<file path="config.mk">
export PLATFORM = sky130hd
export DESIGN_NAME = sync_up_counter
export DESIGN_NICKNAME = d
export VERILOG_FILES = /design/src/rtl/sync_up_counter.sv
export SDC_FILE = /design/constraint.sdc
export NUM_CORES = 1
export LEC_CHECK = 0
export CORE_AREA = 8 8 45 47
export CTS_CLUSTER_SIZE = 30
export DETAILED_ROUTE_END_ITERATION = 10
export DIE_AREA = 0 0 53 55
export PLACE_DENSITY = 0.66
export SLEW_MARGIN = 0
export SYNTH_ARGS = -nofsm -noshare
export SYNTH_HDL_FRONTEND = slang
export SYNTH_SLANG_ARGS = --single-unit
</file>
<file path="constraint.sdc">
create_clock -name clk -period 2.1 [get_ports clk]
set_clock_uncertainty 0.2 [all_clocks]
set_input_delay 0.525 -clock clk [delete_from_list [all_inputs] [get_ports clk]]
set_output_delay 0.525 -clock clk [all_outputs]
set_load 0.01 [all_outputs]
</file>
<file path="src/rtl/sync_up_counter.sv">
// rtl/sync_up_counter.sv - programmable-modulus up counter with wrap/saturate, sticky overflow and cascade carry
module sync_up_counter #(
   parameter int WIDTH = 4
) (
   input  logic             clk,
   input  logic             rst,
   input  logic             en,
   input  logic             clr,
   input  logic             load,
   input  logic [WIDTH-1:0] load_val,
   input  logic [WIDTH-1:0] mod_max,
   input  logic             sat,
   output logic [WIDTH-1:0] qOut,
   output logic             tc,
   output logic             carry,
   output logic             ovf
);

   localparam logic [WIDTH-1:0] ALL_ONES = '1;

   // Count has reached the top of its natural range: either the programmed
   // terminal, or all-ones after a load parked it above the terminal.
   logic at_top;

   // Terminal detect and cascade enable, live against the current mod_max
   always_comb begin
      tc     = (qOut == mod_max);
      carry  = tc & en & ~clr & ~load;
      at_top = tc | (qOut == ALL_ONES);
   end

   // Count and sticky overflow: rst > clr > load > en > hold
   always_ff @(posedge clk or posedge rst) begin
      if (rst) begin
         qOut <= '0;
         ovf  <= 1'b0;
      end else if (clr) begin
         qOut <= '0;
         ovf  <= 1'b0;
      end else if (load) begin
         qOut <= load_val;
      end else if (en) begin
         if (!at_top) begin
            qOut <= qOut + 1'b1;
         end else if (!sat) begin
            qOut <= '0;
            ovf  <= 1'b1;
         end
      end
   end

endmodule

</file>
Yosys cells after proc, flatten, opt, wreduce, memory -nomap -nowiden --
Index checks and enable logic that the tools add are counted. Widths: inputs -> output; s select.
Storage, ports and cells: bits in registers 5, logic and storage cells 29
Cells by class: add/subtract/negate cells 1, eq/ne operators 5, muxes and demuxes 10, bitwise logic cells 6, reductions and logical operators 5
Operators with widths (number):
- $mux 4 | 5
- $mux 1 | 5
- $add 4x1->4 const B | 1
- $eq 4x4->1 | 1
- $eq 4x4->1 const B | 1
- $ne 2x2->1 const B | 2
- $ne 4x4->1 const B | 1
- $reduce_and 4->1 | 1
- $reduce_bool 2->1 | 2
- $and 1x1->1 | 3
- $reduce_bool 3->1 | 1
- $not 1->1 | 2
- $reduce_and 2->1 | 1
- $or 1x1->1 | 1

Logic depth before layout (Yosys ltp) --
Gate-level depths: netlist (run 1).
depth in word-level cells 6, depth in mapped cells 5, depth with buffers taken out 5

Least setup slack after synthesis (run 1) --
Ideal clock, no wire load.
path type in2out, from input port mod_max[1], to output port carry, arrival time 1.540 ns, setup slack -0.165 ns, stages 3, path through xor2_1 nor4_2 and3_1
On the way: word-level cells in the longest chain between the ends 4
Ends and longest elaborated chain:
- from (decl) | line 11 | input logic [WIDTH-1:0] mod_max,
- $eq 4x4->1 | line 27 | tc = (qOut == mod_max);
- net tc | line 14 | output logic tc,
- $and 1x1->1 (3 in a row) | line 28 | carry = tc & en & ~clr & ~load;
- to (decl) | line 15 | output logic carry,
The timed path passes the listed nets, and every way through them passes these cells.

Worst setup path in the final report (run 1) --
from register qOut[3], to output port carry
On the way: word-level cells in the longest chain between the ends 4
Ends and longest elaborated chain:
- from (decl) | line 13 | output logic [WIDTH-1:0] qOut,
- from (signal assigned) | line 41 | qOut <= load_val;
- from (signal assigned) | line 44 | qOut <= qOut + 1'b1;
- $eq 4x4->1 | line 27
- $and 1x1->1 (3 in a row) | line 28
No other way between the ends.

==> results.cfg, run 1 <==
[run_status]
outcome = complete, but fails checks
violations = setup timing

[floorplan]
rows = 14
initial_core_util = 0.3065
core_um2 = 1384
chipHeight_um = 55
die_w_um = 53
ios = 21
die-area_um2 = 2915

[sta]
slew_viol_final = 0
max_freq_mhz = 461.5
worst_pin_slew_ns = 0.3127
rsz0062_at_grt = yes
hold_viol = 0
period_share = 1.032
finalCriticalPeriod_ns = 2.167
maxSlewHeadroom = 0.7908
setup_viol = 2
finalSetupTns_ns = -0.08615
setup_ws_ns = -0.06704

[worst_setup_path]
crit_arrival_ns = 1.44
crit_family = simple AND/OR/NAND/NOR gates
cp.required_ns = 1.37
timing.critical_path.buf_inv = 1
start_kind = flop
crit_path_end_kind = output pin
crit_chain = xor2_2 > nor4_4 > and3_1 > buf_2
slowest_delay_ns = 0.41
crit_fanout = 2
critPathSlowestCell = dfrtp_1
crit_type = reg2out
reg2reg_setup_slack_ns = 0.11

[cells_and_area]
fin_nets = 104
multi_input_area_um2 = 335.3
seq_area_um2 = 125.1
diodes = 0
fillers = 130
drive_gt1_frac = 0.3864
syn_to_final_growth_pct = 92.92

[yosys]
synth_flop_cell = dfrtp_1
synth_cell_type_count = 27
syn_area_um2 = 424.2
async_flop_share = 1.000
synth_top_area_cell = dfrtp_1
synth_cells = 48
synth_top_area_frac = 0.2950
yosys_register_bits = 5
avgSynthCellArea_um2 = 8.837
yosys_warnings = 0
ys_seq_area_frac = 0.2950
synth_nets = 63
synth_top_cells_by_area = dfrtp_1 (29%), xor2_1 (6.2%), nand2_1 (5.3%), a22o_1 (4.1%), o41ai_2 (3.8%)
synth_edf_count = 0

[pwr]
power_uw = 406.9
powerDensity_nw_per_um2 = 497.3
power.leakage_uw = 0.0003932
ir_worst_vdd_mv = 0.6244

[flow_run]
drv_cap = 0

[drt]
wl_met3_um = 141
antenna_left = 0
vias_per_cell = 4.904
num_vias = 510
m1WireLength_um = 593
top_layer = met3
wl_mm = 1.411
wl_met2_um = 677
drc_errors = 0
wire_per_inst_um = 13.57
first_pass_iters = 2
first_iter_violations = 3

[clocking]
clock-sinks = 5
root_buffer = clkbuf_4
clk_pin_slew_ns = 0.05
cts_buffers = 3
cts_buffer_depth = 2
insertion_delay_ns = 0.25
htree_num_levels = 1
cts_hold_buf = 0
cts_tree = yes

[global_routing]
grt_pass1_wl_mm = 2.346
grt_max_degree = 8
grt_overflow = 0
grt_usage = 0.1104
grt_pass1_vias = 541
antenna_found_initial = 0

[placed_design]
dp_hpwl_mm = 1.150
numPortBuffers = 20
gp_congestion = 0.8517

[worst_hold_path]
hold_class = in2async
==> cell usage after synthesis (2+ instances only) <==
cell type,instances
a21oi_1,3
nand3_1,2
nand2_1,6
xor2_1,3
dfrtp_1,5
nor2_1,4
nor2b_1,2
nand3b_1,2
inv_1,2
a22o_1,2
==> worst paths after layout <==
check | from | endpoint | depth (start not counted)
setup / recovery | qOut[3] | carry | 4
hold / removal | rst | qOut[3] | 2
setup reg to reg | qOut[3] | qOut[1] | 6
hold reg to reg | ovf | ovf | 2
max in group asynchronous | rst | ovf | 2
min in group clk | ovf | ovf | 2
==> logic make-up (layout without fill, tap and decap cells) <==
kind of cell               count (synthesis)  after routing  synth area share
and+or+nand+nor                           21             21            0.2684
AOI/OAI and AO/OA                         13             13            0.2449
adders and majority gates                  1              1           0.02949
xor gates and xnor gates                   4              4            0.1003
buffers and inverters                      3             43           0.02655
muxes                                      1              1           0.03539
DFF                                        5              5            0.2950
==> final cells by class <==
| type | count | share of cell area |
|---|---|---|
| clock buffers | 4 | 0.03211 |
| inverters | 2 | 0.009174 |
| multi-input cells | 40 | 0.4098 |
| flip-flops and latches | 5 | 0.1529 |
| well taps | 16 | 0.02446 |
| repair buffers | 37 | 0.3716 |
==> report_power, final <==
part	switching [µW]	leakage (µW)	internal [µW]
sequential	8.50	0.0000665	105
clock	41.6	0.0000150	72.0
combinational	77.4	0.000312	103
total	128	0.000393	279
==> cells in the final DEF (no fill, tap or decap), types with 2 or more instances in the layout <==
master            n
clkdlybuf4s50_1  14
clkbuf_4          3
nor2b_1           2
nor2_1            4
xor2_2            4
nand2_1           6
inv_1             2
buf_4            17
a21oi_1           3
nand3b_1          2
a22o_1            2
buf_2             4
dfrtp_1           5
==> what timing repair did <==
| item | CTS | global route |
|---|---|---|
| endpoints found under the setup margin | 7 | 5 |
| hold endpoints to repair | 0 | 0 |
| gates resized for setup | 25 | 4 |
| buffers inserted | 3 | 1 |
| pin swaps | 5 | 6 |
==> per-stage QoR <==
stage	utilization	hold slack, ns	cells	worst slack, ns	instance area, µm²
detailed placement	0.5398	0.3215	96	-0.8138	747.0
global route	0.5913	0.2915	104	-0.1392	818.3
finish	0.5913	0.2739	104	-0.06704	818.3
floorplan	-	0.1035	48	-0.02434	432.9
CTS	0.5769	0.2723	103	-0.09182	798.3
global placement	0.5398	0.3047	96	-0.8111	747.0
==> registers in the layout, summed over array words and instances (netlist names) <==
name  count
qOut      4
ovf       1
==> metal layers <==
layer / up-vias / track usage
met5: - / 0
met4: 0 / 0.03879
met3: 0 / 0.06150
met2: 20 / 0.1875
met1: 230 / 0.1125
li1: 260 / -
No activity file was read; power rests on OpenSTA's default activity.
==> run 2, diff against run 1 <==
--- a/config.mk
+++ b/config.mk
@@ -9,6 +9,7 @@
 export CTS_CLUSTER_SIZE = 30
 export DETAILED_ROUTE_END_ITERATION = 10
 export DIE_AREA = 0 0 53 55
+export GPL_TIMING_DRIVEN = 0
 export PLACE_DENSITY = 0.66
 export SLEW_MARGIN = 0
 export SYNTH_ARGS = -nofsm -noshare
==> run 2 against run 1 <==
The run still ends with setup timing left. Sequential share of layout area up 0.91 points. Register-to-register slack got worse by 0.04 ns. Largest cell class unchanged. Non-clock buffer count fell by 4. Clock power about the same. Die area unchanged. Maximum frequency fell by 4.9%.
==> results.cfg, run 2 (synthesized netlist as in run 1, its figures left out) <==
[floorplan]
chipHeight_um = 55
die_w_um = 53
rows = 14
core_um2 = 1384
initial_core_util = 0.3065
ios = 21
die-area_um2 = 2915

[cells_and_area]
fin_cells = 100
largest_register_ffs = 4
final_cell_mix = buf_4 (13), clkdlybuf4s50_1 (12), nand2_1 (6)
drive_gt1_frac = 0.4048
regMostFlops = qOut
fin_nets = 100
syn_to_final_growth_pct = 89.38
top_regs = qOut: 4 flops, ovf: 1 flops
layout_commonest_cell = buf_4
diodes = 0

[drt]
vias_per_cell = 5.090
first_pass_iters = 4
wl_mm = 1.432
wire_per_inst_um = 14.32
first_iter_violations = 4
antenna_left = 0
drc_errors = 0
num_vias = 509

[sta]
slew_viol_final = 0
finalCriticalPeriod_ns = 2.280
setup_ws_ns = -0.1795
maxSlewHeadroom = 0.7364
rsz0062_at_grt = yes
max_freq_mhz = 438.7
setup_viol = 2
period_share = 1.085
finalSetupTns_ns = -0.2789
worst_pin_slew_ns = 0.3954
hold_viol = 0

[pwr]
powerDensity_nw_per_um2 = 502.0
power.leakage_uw = 0.0003848
ir_worst_vdd_mv = 0.4199

[global_routing]
grt_max_degree = 9
antenna_found_initial = 0
grt_pass1_vias = 512
grt_overflow = 0
grt_pass1_wl_mm = 2.346
grt_usage = 0.1071

[clocking]
cts_tree = yes
clock-sinks = 5
cts_buffers = 3
htree_num_levels = 1
root_buffer = clkbuf_4
cts_buffer_depth = 2
clk_pin_slew_ns = 0.05
insertion_delay_ns = 0.25

[placed_design]
numPortBuffers = 19
dp_slack_ns = -1.014
gp_congestion = 0.7847
dp_hpwl_mm = 1.000
dp_cells = 83

[worst_setup_path]
crit_chain = xor2_2 > nor4_4 > buf_4 > and3_1 > buf_2
crit_type = reg2out
start_kind = flop
crit_fanout = 2
crit_arrival_ns = 1.55
slowest_delay_ns = 0.42
crit_path_end_kind = output pin
cp.required_ns = 1.37
critPathSlowestCell = dfrtp_2

[run_status]
violations = setup timing
outcome = complete, but fails checks

[worst_hold_path]
hold_class = in2async

[flow_run]
drv_cap = 0
[run 2: final timing paths]
check / startpoint / endpoint / slack [ns] / cells past startpoint
setup / recovery: qOut[0] / carry / -0.18 / 5
hold / removal: rst / qOut[1] / 0.28 / 2
setup reg to reg: qOut[3] / qOut[3] / 0.07 / 6
hold reg to reg: ovf / ovf / 0.32 / 2
max in group asynchronous: rst / qOut[0] / 1.22 / 2
min in group clk: ovf / ovf / 0.32 / 2
[run 2: area by class of cell]
class,instances,area (µm²)
clock buffers,4,26.28
multi-input cells,40,349.1
fillers,131,580.6
inverters,2,7.507
plain buffers,1,3.754
flip-flops and latches,5,130.1
repair buffers,32,266.5
well taps,16,20.02
[run 2: where the power goes]
group	switching (µW)	leakage, µW	internal (µW)	total (µW)
sequential	11.2	0.0000608	106	118
clock	41.7	0.0000150	72.0	114
combinational	75.2	0.000309	96.8	172
[run 2: critical path, delay by kind of cell, from the launching register on]
family	cells	cell delay (ns)
flip-flops	1	0.42
AND/OR/NAND/NOR	2	0.41
buffers and inverters	2	0.28
XOR/XNOR	1	0.20
[run 2: metrics by stage]
stage          hold slack (ns)  utilization  instance area [µm²]  power, µW
3_3_place_gp            0.3230       0.4647                643.1      237.0
4_1_cts                 0.2736       0.5606                775.7      394.3
6_report                0.2770       0.5805                803.3      403.3
2_1_floorplan           0.1035            -                432.9      180.1
3_5_place_dp            0.3237       0.4647                643.1      239.7
5_1_grt                 0.2942       0.5805                803.3      430.0
[run 2: repair_timing]
item | in CTS | in global routing
gates cloned | 0 | 0
endpoints found under the setup margin | 6 | 4
hold buffers | 0 | 0
buffers inserted | 9 | 4
resized for setup | 31 | 5
pin swaps | 7 | 2
[run 2: layer usage]
metal,track usage,share of wire,vias to the layer above,routed length [µm]
met1,0.1186,0.42,236,602
li1,-,-,250,-
met2,0.1895,0.48,23,692
met3,0.04011,0.096,0,137
met5,0,0,-,0
met4,0.02586,0,0,0
